<file path="config.mk">
export PLATFORM = sky130hd
export DESIGN_NAME = id_ex_stage_flat
export DESIGN_NICKNAME = d
export VERILOG_FILES = /design/src/rtl/id_ex_stage_pkg.sv /design/src/rtl/id_ex_stage_if.sv /design/src/rtl/wb_bypass_mux.sv /design/src/rtl/id_ex_stage.sv /design/src/flat_wrapper.sv
export SDC_FILE = /design/constraint.sdc
export NUM_CORES = 1
export LEC_CHECK = 0
export CORE_MARGIN = 3
export CORE_UTILIZATION = 46
export CTS_BUF_LIST = sky130_fd_sc_hd__clkbuf_16
export DETAILED_ROUTE_END_ITERATION = 10
export DONT_BUFFER_PORTS = 1
export HOLD_SLACK_MARGIN = 0.03
export PLACE_DENSITY = 0.66
export SETUP_SLACK_MARGIN = 0.5
export SLEW_MARGIN = 20
export SYNTH_ARGS = -nofsm -noshare
export SYNTH_HDL_FRONTEND = slang
export SYNTH_HIERARCHICAL = 1
export SYNTH_SLANG_ARGS = --single-unit
</file>
<file path="constraint.sdc">
create_clock -name CLK -period 2 [get_ports CLK]
set_input_delay 0.4 -clock CLK [delete_from_list [all_inputs] [get_ports CLK]]
set_output_delay 0.4 -clock CLK [all_outputs]
set_load 0.02 [all_outputs]
</file>
<file path="src/rtl/id_ex_stage_pkg.sv">
// rtl/id_ex_stage_pkg.sv - shared widths, control-bit indices and EX register layout
package id_ex_stage_pkg;

    localparam int DW      = 32;
    localparam int AW      = 5;
    localparam int CTRL_W  = 8;
    // Control-bundle bit positions agreed with the control decoder.
    localparam int MEMRD_B = 0;
    localparam int REGWR_B = 1;
    localparam int CNT_W   = 32;

    typedef struct packed {
        logic [DW-1:0]     src_a;
        logic [DW-1:0]     src_b;
        logic [AW-1:0]     rs;
        logic [AW-1:0]     rt;
        logic [AW-1:0]     rd;
        logic [DW-1:0]     imm;
        logic [CTRL_W-1:0] ctrl;
        logic              valid;
    } ex_reg_t;

    function automatic logic ctrl_is_load(input logic [CTRL_W-1:0] ctrl);
        return ctrl[MEMRD_B];
    endfunction

    function automatic logic ctrl_writes_reg(input logic [CTRL_W-1:0] ctrl);
        return ctrl[REGWR_B];
    endfunction

endpackage

</file>
<file path="src/rtl/id_ex_stage_if.sv">
// rtl/id_ex_stage_if.sv - decode, writeback and execute-side signals of the D->E register
interface id_ex_stage_if;
    import id_ex_stage_pkg::*;

    logic [DW-1:0]     RD1D;
    logic [DW-1:0]     RD2D;
    logic [AW-1:0]     RsD;
    logic [AW-1:0]     RtD;
    logic [AW-1:0]     RdD;
    logic [DW-1:0]     ImmD;
    logic [CTRL_W-1:0] CtrlD;
    logic              ValidD;
    logic              RegWriteW;
    logic [AW-1:0]     WriteRegW;
    logic [DW-1:0]     ResultW;
    logic              FlushE;
    logic [DW-1:0]     SrcAE;
    logic [DW-1:0]     SrcBE;
    logic [AW-1:0]     RsE;
    logic [AW-1:0]     RtE;
    logic [AW-1:0]     RdE;
    logic [DW-1:0]     ImmE;
    logic [CTRL_W-1:0] CtrlE;
    logic              ValidE;
    logic              StallD;
    logic [CNT_W-1:0]  BubbleCnt;

    modport slave (
        input  RD1D, RD2D, RsD, RtD, RdD, ImmD, CtrlD, ValidD,
        input  RegWriteW, WriteRegW, ResultW, FlushE,
        output SrcAE, SrcBE, RsE, RtE, RdE, ImmE, CtrlE, ValidE, StallD, BubbleCnt
    );

    modport master (
        output RD1D, RD2D, RsD, RtD, RdD, ImmD, CtrlD, ValidD,
        output RegWriteW, WriteRegW, ResultW, FlushE,
        input  SrcAE, SrcBE, RsE, RtE, RdE, ImmE, CtrlE, ValidE, StallD, BubbleCnt
    );

endinterface

</file>
<file path="src/rtl/wb_bypass_mux.sv">
// rtl/wb_bypass_mux.sv - selects the same-cycle WB result over stale register-file read data
module wb_bypass_mux #(
    parameter int AW = 5,
    parameter int DW = 32
) (
    input  logic [AW-1:0] rf_addr_i,
    input  logic [DW-1:0] rf_data_i,
    input  logic          wb_en_i,
    input  logic [AW-1:0] wb_addr_i,
    input  logic [DW-1:0] wb_data_i,
    output logic [DW-1:0] op_o
);

    // Register 0 is hardwired, so a WB targeting it must never win.
    assign op_o = (wb_en_i && (wb_addr_i != '0) && (wb_addr_i == rf_addr_i)) ? wb_data_i : rf_data_i;

endmodule

</file>
<file path="src/rtl/id_ex_stage.sv">
// rtl/id_ex_stage.sv - D->E pipeline register with WB bypass, load-use bubble and bubble counter
module id_ex_stage
    import id_ex_stage_pkg::*;
(
    input  logic          CLK,
    input  logic          reset,
    id_ex_stage_if.slave  bus
);

    logic [DW-1:0]    op_a;
    logic [DW-1:0]    op_b;
    logic             stall;
    logic             bubble;
    ex_reg_t          ex_q;
    ex_reg_t          ex_d;
    logic [CNT_W-1:0] bubble_cnt_q;
    logic [CNT_W-1:0] bubble_cnt_d;

    wb_bypass_mux #(.AW(AW), .DW(DW)) u_bypass_a (
        .rf_addr_i (bus.RsD),
        .rf_data_i (bus.RD1D),
        .wb_en_i   (bus.RegWriteW),
        .wb_addr_i (bus.WriteRegW),
        .wb_data_i (bus.ResultW),
        .op_o      (op_a)
    );

    wb_bypass_mux #(.AW(AW), .DW(DW)) u_bypass_b (
        .rf_addr_i (bus.RtD),
        .rf_data_i (bus.RD2D),
        .wb_en_i   (bus.RegWriteW),
        .wb_addr_i (bus.WriteRegW),
        .wb_data_i (bus.ResultW),
        .op_o      (op_b)
    );

    // Built from registered EX state, so it collapses as soon as reset clears ValidE.
    assign stall  = ex_q.valid && ctrl_is_load(ex_q.ctrl) && (ex_q.rt != '0) && bus.ValidD &&
                    ((ex_q.rt == bus.RsD) || (ex_q.rt == bus.RtD));
    assign bubble = bus.FlushE || stall;

    always_comb begin
        ex_d         = '0;
        bubble_cnt_d = bubble_cnt_q;
        if (!bubble) begin
            ex_d.src_a = op_a;
            ex_d.src_b = op_b;
            ex_d.rs    = bus.RsD;
            ex_d.rt    = bus.RtD;
            ex_d.rd    = bus.RdD;
            ex_d.imm   = bus.ImmD;
            ex_d.ctrl  = bus.CtrlD;
            ex_d.valid = bus.ValidD;
        end else if (bus.ValidD && (bubble_cnt_q != '1)) begin
            bubble_cnt_d = bubble_cnt_q + 1'b1;
        end
    end

    always_ff @(posedge CLK or negedge reset) begin
        if (!reset) begin
            ex_q         <= '0;
            bubble_cnt_q <= '0;
        end else begin
            ex_q         <= ex_d;
            bubble_cnt_q <= bubble_cnt_d;
        end
    end

    assign bus.SrcAE     = ex_q.src_a;
    assign bus.SrcBE     = ex_q.src_b;
    assign bus.RsE       = ex_q.rs;
    assign bus.RtE       = ex_q.rt;
    assign bus.RdE       = ex_q.rd;
    assign bus.ImmE      = ex_q.imm;
    assign bus.CtrlE     = ex_q.ctrl;
    assign bus.ValidE    = ex_q.valid;
    assign bus.StallD    = stall;
    assign bus.BubbleCnt = bubble_cnt_q;

endmodule

</file>
<file path="src/flat_wrapper.sv">
// flat-port wrapper written by rule: the top's interface ports become plain ports
module id_ex_stage_flat import id_ex_stage_pkg::*;
  (CLK, reset, bus_RD1D, bus_RD2D, bus_RsD, bus_RtD, bus_RdD, bus_ImmD, bus_CtrlD, bus_ValidD, bus_RegWriteW, bus_WriteRegW, bus_ResultW, bus_FlushE, bus_SrcAE, bus_SrcBE, bus_RsE, bus_RtE, bus_RdE, bus_ImmE, bus_CtrlE, bus_ValidE, bus_StallD, bus_BubbleCnt);
  id_ex_stage_if bus_i ();
  input  logic CLK;
  input  logic reset;
  input wire logic [$bits(bus_i.RD1D)-1:0] bus_RD1D;
  input wire logic [$bits(bus_i.RD2D)-1:0] bus_RD2D;
  input wire logic [$bits(bus_i.RsD)-1:0] bus_RsD;
  input wire logic [$bits(bus_i.RtD)-1:0] bus_RtD;
  input wire logic [$bits(bus_i.RdD)-1:0] bus_RdD;
  input wire logic [$bits(bus_i.ImmD)-1:0] bus_ImmD;
  input wire logic [$bits(bus_i.CtrlD)-1:0] bus_CtrlD;
  input wire logic [$bits(bus_i.ValidD)-1:0] bus_ValidD;
  input wire logic [$bits(bus_i.RegWriteW)-1:0] bus_RegWriteW;
  input wire logic [$bits(bus_i.WriteRegW)-1:0] bus_WriteRegW;
  input wire logic [$bits(bus_i.ResultW)-1:0] bus_ResultW;
  input wire logic [$bits(bus_i.FlushE)-1:0] bus_FlushE;
  output wire logic [$bits(bus_i.SrcAE)-1:0] bus_SrcAE;
  output wire logic [$bits(bus_i.SrcBE)-1:0] bus_SrcBE;
  output wire logic [$bits(bus_i.RsE)-1:0] bus_RsE;
  output wire logic [$bits(bus_i.RtE)-1:0] bus_RtE;
  output wire logic [$bits(bus_i.RdE)-1:0] bus_RdE;
  output wire logic [$bits(bus_i.ImmE)-1:0] bus_ImmE;
  output wire logic [$bits(bus_i.CtrlE)-1:0] bus_CtrlE;
  output wire logic [$bits(bus_i.ValidE)-1:0] bus_ValidE;
  output wire logic [$bits(bus_i.StallD)-1:0] bus_StallD;
  output wire logic [$bits(bus_i.BubbleCnt)-1:0] bus_BubbleCnt;
  assign bus_i.RD1D = bus_RD1D;
  assign bus_i.RD2D = bus_RD2D;
  assign bus_i.RsD = bus_RsD;
  assign bus_i.RtD = bus_RtD;
  assign bus_i.RdD = bus_RdD;
  assign bus_i.ImmD = bus_ImmD;
  assign bus_i.CtrlD = bus_CtrlD;
  assign bus_i.ValidD = bus_ValidD;
  assign bus_i.RegWriteW = bus_RegWriteW;
  assign bus_i.WriteRegW = bus_WriteRegW;
  assign bus_i.ResultW = bus_ResultW;
  assign bus_i.FlushE = bus_FlushE;
  assign bus_SrcAE = bus_i.SrcAE;
  assign bus_SrcBE = bus_i.SrcBE;
  assign bus_RsE = bus_i.RsE;
  assign bus_RtE = bus_i.RtE;
  assign bus_RdE = bus_i.RdE;
  assign bus_ImmE = bus_i.ImmE;
  assign bus_CtrlE = bus_i.CtrlE;
  assign bus_ValidE = bus_i.ValidE;
  assign bus_StallD = bus_i.StallD;
  assign bus_BubbleCnt = bus_i.BubbleCnt;
  id_ex_stage u_core (.CLK(CLK), .reset(reset), .bus(bus_i));
endmodule
</file>
# Yosys cells after proc, flatten, opt, wreduce, memory -nomap -nowiden

Cells that the tools add are included.

$add $sub $neg: 1
Equality and inequality tests: 5
Multiplexer cells: 3
Reduce and logical (&&, ||, !) cells: 13

Operators with widths:

| operator              | number |
|---|---|
| $mux 120              | 1 |
| $mux 32               | 2 |
| $add 32x1->32 const B | 1 |
| $ne 32x32->1 const B  | 1 |
| $eq 5x5->1            | 4 |
| $reduce_bool 5->1     | 2 |
| $logic_and 1x1->1     | 8 |
| $logic_or 1x1->1      | 2 |
| $reduce_and 2->1      | 1 |

Flip-flop bits (word level): 152
Input port bits: 161
Output and inout port bits: 153
Word-level logic and storage cells: 31

# Depth between registers and ports, before layout

Depth in word-level cells: 6
Depth in mapped cells: 7
Mapped depth without buffers: 6

# By module

Netlist, hierarchy kept.

Modules (own cells, without submodules):

| module        | instances | cells each | area an instance (µm²) | seq. area each (µm²) |
|---|---|---|---|---|
| id_ex_stage   | 1         | 441        | 5685.5                 | 3803.6 |
| wb_bypass_mux | 2         | 45         | 594.3                  | 0.0 |

# Worst setup path after synthesis

No wires, ideal clock.

Path kind: register to register
Start: reg u_core.bubble_cnt_q[18], in the netlist u_core/bus.BubbleCnt[18]
End: reg u_core.bubble_cnt_q[1], in the netlist u_core/bus.BubbleCnt[1]
Setup time: 125 ps
Arrival: 1873 ps
Required time: 1875 ps
Slack: 2 ps
Cell stages (with the launch flop): 8
Buffers on the path: 2
Period minus slack after synthesis: 1998 ps
Cell sequence: dfrtp_1 > and4_4 > buf_6 > and4_4 > buf_6 > nand3_1 > nand3_1 > mux2_2

Word-level cells in the longest chain between the ends: 3

Ends and longest elaborated chain:

| what                              | RTL line          | text |
|---|---|---|
| from (decl)                       | id_ex_stage.sv:16 | `logic [CNT_W-1:0] bubble_cnt_q;` |
| from (signal assigned)            | id_ex_stage.sv:65 | `bubble_cnt_q <= bubble_cnt_d;` |
| $ne 32x32->1                      | id_ex_stage.sv:54 | `end else if (bus.ValidD && (bubble_cnt_q != '1)) begin` |
| $logic_and 1x1->1                 | id_ex_stage.sv:54 |  |
| $reduce_and 2->1 (no source line) | --                |  |

No other way between the ends.
A chain may end at the register's enable or synchronous reset.

# Worst setup path after layout

Start: reg u_core.ex_q, in the netlist u_core/bus.RtE[0]
End: out bus_StallD

Word-level cells in the longest chain between the ends: 4
Elaborated cells on any way between the ends: 7
Those cells by class: eq/ne: 2; reduce/logical: 5

Ends and longest elaborated chain:

| what                           | RTL line           | text |
|---|---|---|
| from (decl)                    | id_ex_stage.sv:14  | `ex_reg_t ex_q;` |
| from (signal assigned)         | id_ex_stage.sv:61  | `ex_q <= '0;` |
| from (signal assigned)         | id_ex_stage.sv:64  | `ex_q <= ex_d;` |
| $reduce_bool 5->1              | id_ex_stage.sv:38  | `assign stall = ex_q.valid && ctrl_is_load(ex_q.ctrl) && (ex_q.rt != '0) && bus.ValidD &&` |
| $logic_and 1x1->1 (2 in a row) | id_ex_stage.sv:38  |  |
| $logic_and 1x1->1 (*)          | id_ex_stage.sv:38  |  |
| to (decl)                      | flat_wrapper.sv:27 | `output wire logic [$bits(bus_i.StallD)-1:0] bus_StallD;` |

Every way passes the cells marked *; elsewhere a longest branch is shown, timed or not.

==> flow_summary.json <==
{
  "status": "complete, but fails checks",
  "violations": "negative hold slack, negative setup slack",
  "cap_viol_max_count": 0,
  "vias": 4461,
  "routed_wirelength_um": 19300,
  "p_per_area_nw_per_um2": 850,
  "htreeDepth": 4,
  "cts_tree": "yes",
  "synth.avg_cell_area_um2": 12.9,
  "synth_edf_count": 0,
  "critPathMaxFanout": 4,
  "io_pins": 314,
  "worstReg2RegEnd": "u_core/bus.SrcAE[29]",
  "syn_inst": 531,
  "fillCellCount": 1109,
  "grt_start_max_net_pins": 153,
  "core-area_um2": 14600,
  "reg2reg_setup_slack_ps": -40,
  "setup_ws_ps": -53.9,
  "cp_data_arrival_time_ps": 1650,
  "cp-start-kind": "register",
  "critPathLaunch": "u_core/bus.RtE[0]",
  "yosysUniqueCellTypes": 38,
  "ys_seq_elements": 152,
  "syn_nets": 693,
  "cts_inserted_buffers": 17,
  "p_leak_nw": 4.25,
  "first_global_vias": 4767,
  "synth-async-reset-ratio_pct": 100,
  "placementRows": 44,
  "gp_congestion": 0.850,
  "area_growth_pct": 32.1,
  "netlist_area_um2": 6870,
  "die_area_um2": 16400,
  "hp-class": "in2async",
  "slew_viol_final": 0,
  "die_h_um": 128,
  "yosys_warnings": 6,
  "cp_data_required_time_ps": 1600,
  "ir_worst_vdd_mv": 0.606,
  "critical_path_class": "reg2out",
  "vias_per_cell": 5.55,
  "finalClockSkew_ps": 7.43,
  "wire_per_inst_um": 24.0,
  "route.detailed.drc": 0,
  "slew-limit-headroom_pct": 71.9,
  "clockBufferDepth": 2,
  "finalHoldViolCount": 152,
  "synth_seq_area_share_pct": 55.3,
  "antenna_found_initial": 0,
  "fin_crit_ps": 2050,
  "total_power_mw": 7.72,
  "dr.pass1.iters": 4,
  "root_buffer": "clkbuf_16",
  "max_freq_mhz": 487,
  "drtIter0Drc": 292,
  "grt-ovfl-total": 0,
  "rr_worst_depth": 10,
  "r2r-start": "u_core/bus.RtE[0]",
  "drive_above_1_share_pct": 50.5,
  "nNetsFinal": 769,
  "drt.antenna.violating_nets": 0,
  "ys_dominant_reg_cell": "dfrtp_1",
  "grt_first_pass_wirelength_um": 27800,
  "fin_setup_tns_ps": -567,
  "cts.sinks": 152,
  "portBuffers": 0,
  "stdcell_count": 804,
  "end_kind": "primary output",
  "period_share_pct": 103,
  "finalSetupViolCount": 27,
  "antenna_cells": 0,
  "cts.clk_slew.worst_paths_ps": 60,
  "worstMarginPinSlew_ps": 420,
  "initial_utilization_pct": 47.1,
  "insertion_delay_ps": 420,
  "rsz0062_at_grt": "yes",
  "die_w_um": 128,
  "hpwl_um": 12500,
  "grt_usage_pct": 22.6,
  "place_inst": 734,
  "hold_ws_ps": -320
}
==> how the worst max path moves through the flow <==
| stage | endpoint | cells after the start |
|---|---|---|
| 2_1_floorplan | u_core/bus.BubbleCnt[18] | 7 |
| 3_3_place_gp | u_core/bus.BubbleCnt[13] | 6 |
| 3_5_place_dp | u_core/bus.BubbleCnt[13] | 6 |
| 4_1_cts | bus_StallD | 4 |
| 5_1_grt | bus_StallD | 4 |
| 6_report | bus_StallD | 4 |
==> where the power goes <==
group	leakage [nW]	switching (mW)	internal [mW]	total, mW
combinational	2.03	0.518	0.545	1.06
clock	0.279	1.28	1.84	3.12
sequential	1.94	0.267	3.27	3.54
==> state kept, by name, summed over array words and instances, names as in the netlist <==
signal / flops
u_core/bus.BubbleCnt: 32
u_core/bus.ImmE: 32
u_core/bus.SrcAE: 32
u_core/bus.SrcBE: 32
u_core/bus.CtrlE: 8
u_core/bus.RdE: 5
u_core/bus.RsE: 5
u_core/bus.RtE: 5
u_core/bus.ValidE: 1
==> worst max-delay path: stages (launching register included) <==
cell and delay, ps:
dfrtp_2 510, xnor2_2 230, nand3_2 130, o22ai_2 160
and2_4 210
==> timing repair <==
action,4_1_cts,5_1_grt
gates cloned,9,3
resized for setup,84,42
hold endpoints to repair,152,152
setup endpoints to repair,153,153
pin swaps,31,52
setup buffers,16,10
==> layer usage <==
layer	GRT usage (%)	up-vias	wire length, um
met4	8.18	0	493
met2	39.9	247	10200
met3	8.38	33	1830
met5	0	-	0
met1	24.6	2232	6740
li1	-	1949	-
==> final cells by class <==
cell class	count	area [um2]	area share, %
clock buffers	17	425	4.68
clock inverters	15	150	1.65
inverters	2	7.51	0.0827
well taps	184	230	2.54
multi-input cells	350	3410	37.5
repair buffers	84	1030	11.3
flip-flops and latches	152	3830	42.2
==> cells by family (layout without fill, tap and decap cells) <==
logic type,Yosys count,count (layout),share of synthesized area [%]
AND/OR/NAND/NOR,221,221,19.5
flip-flops,152,152,55.3
multiplexers,66,66,14.1
XOR/XNOR,48,48,6.12
buffers and inverters,29,118,2.49
AO/OA/AOI/OAI,14,14,2.29
adder cells (fa/ha/maj),1,1,0.182
==> cell usage in the layout, fill, tap and decap left out, types with 4 or more instances in the layout <==
cell type / instances
dfrtp_2: 23
nor3_4: 11
and4_1: 5
dfrtp_1: 129
nand2_1: 18
xnor2_1: 24
buf_6: 12
nor4_4: 6
and2_1: 63
buf_12: 12
nand4_1: 15
and4_4: 5
nand3_1: 9
clkbuf_16: 19
buf_16: 8
nand3_2: 5
and3_1: 7
nor2_1: 6
inv_6: 4
and2_4: 61
buf_4: 49
mux2_2: 4
mux2_4: 61
xnor2_2: 7
xor2_1: 17
==> through the flow <==
stage               instance area (um2)  util (%)  setup slack [ps]
detailed placement                 7490      51.3               106
finish                             9080      62.2             -53.9
global placement                   7490      51.3               167
floorplan                          7070         -               140
CTS                                8770      60.1             -14.3
global route                       9080      62.2              -131
==> cells in the mapped netlist (6+ instances only) <==
master	count	area (um2)
nand3_1	15	75.1
nor2_1	6	22.5
mux2_4	60	901
buf_6	8	90.1
and2_1	124	776
xor2_1	17	149
nand4_1	15	93.8
xnor2_1	31	272
and4_1	7	61.3
and3_1	8	50.1
clkbuf_1	15	56.3
nand2_1	20	75.1
dfrtp_1	152	3800
nor3_1	12	60.1
No activity file was read; power rests on OpenSTA's default activity.
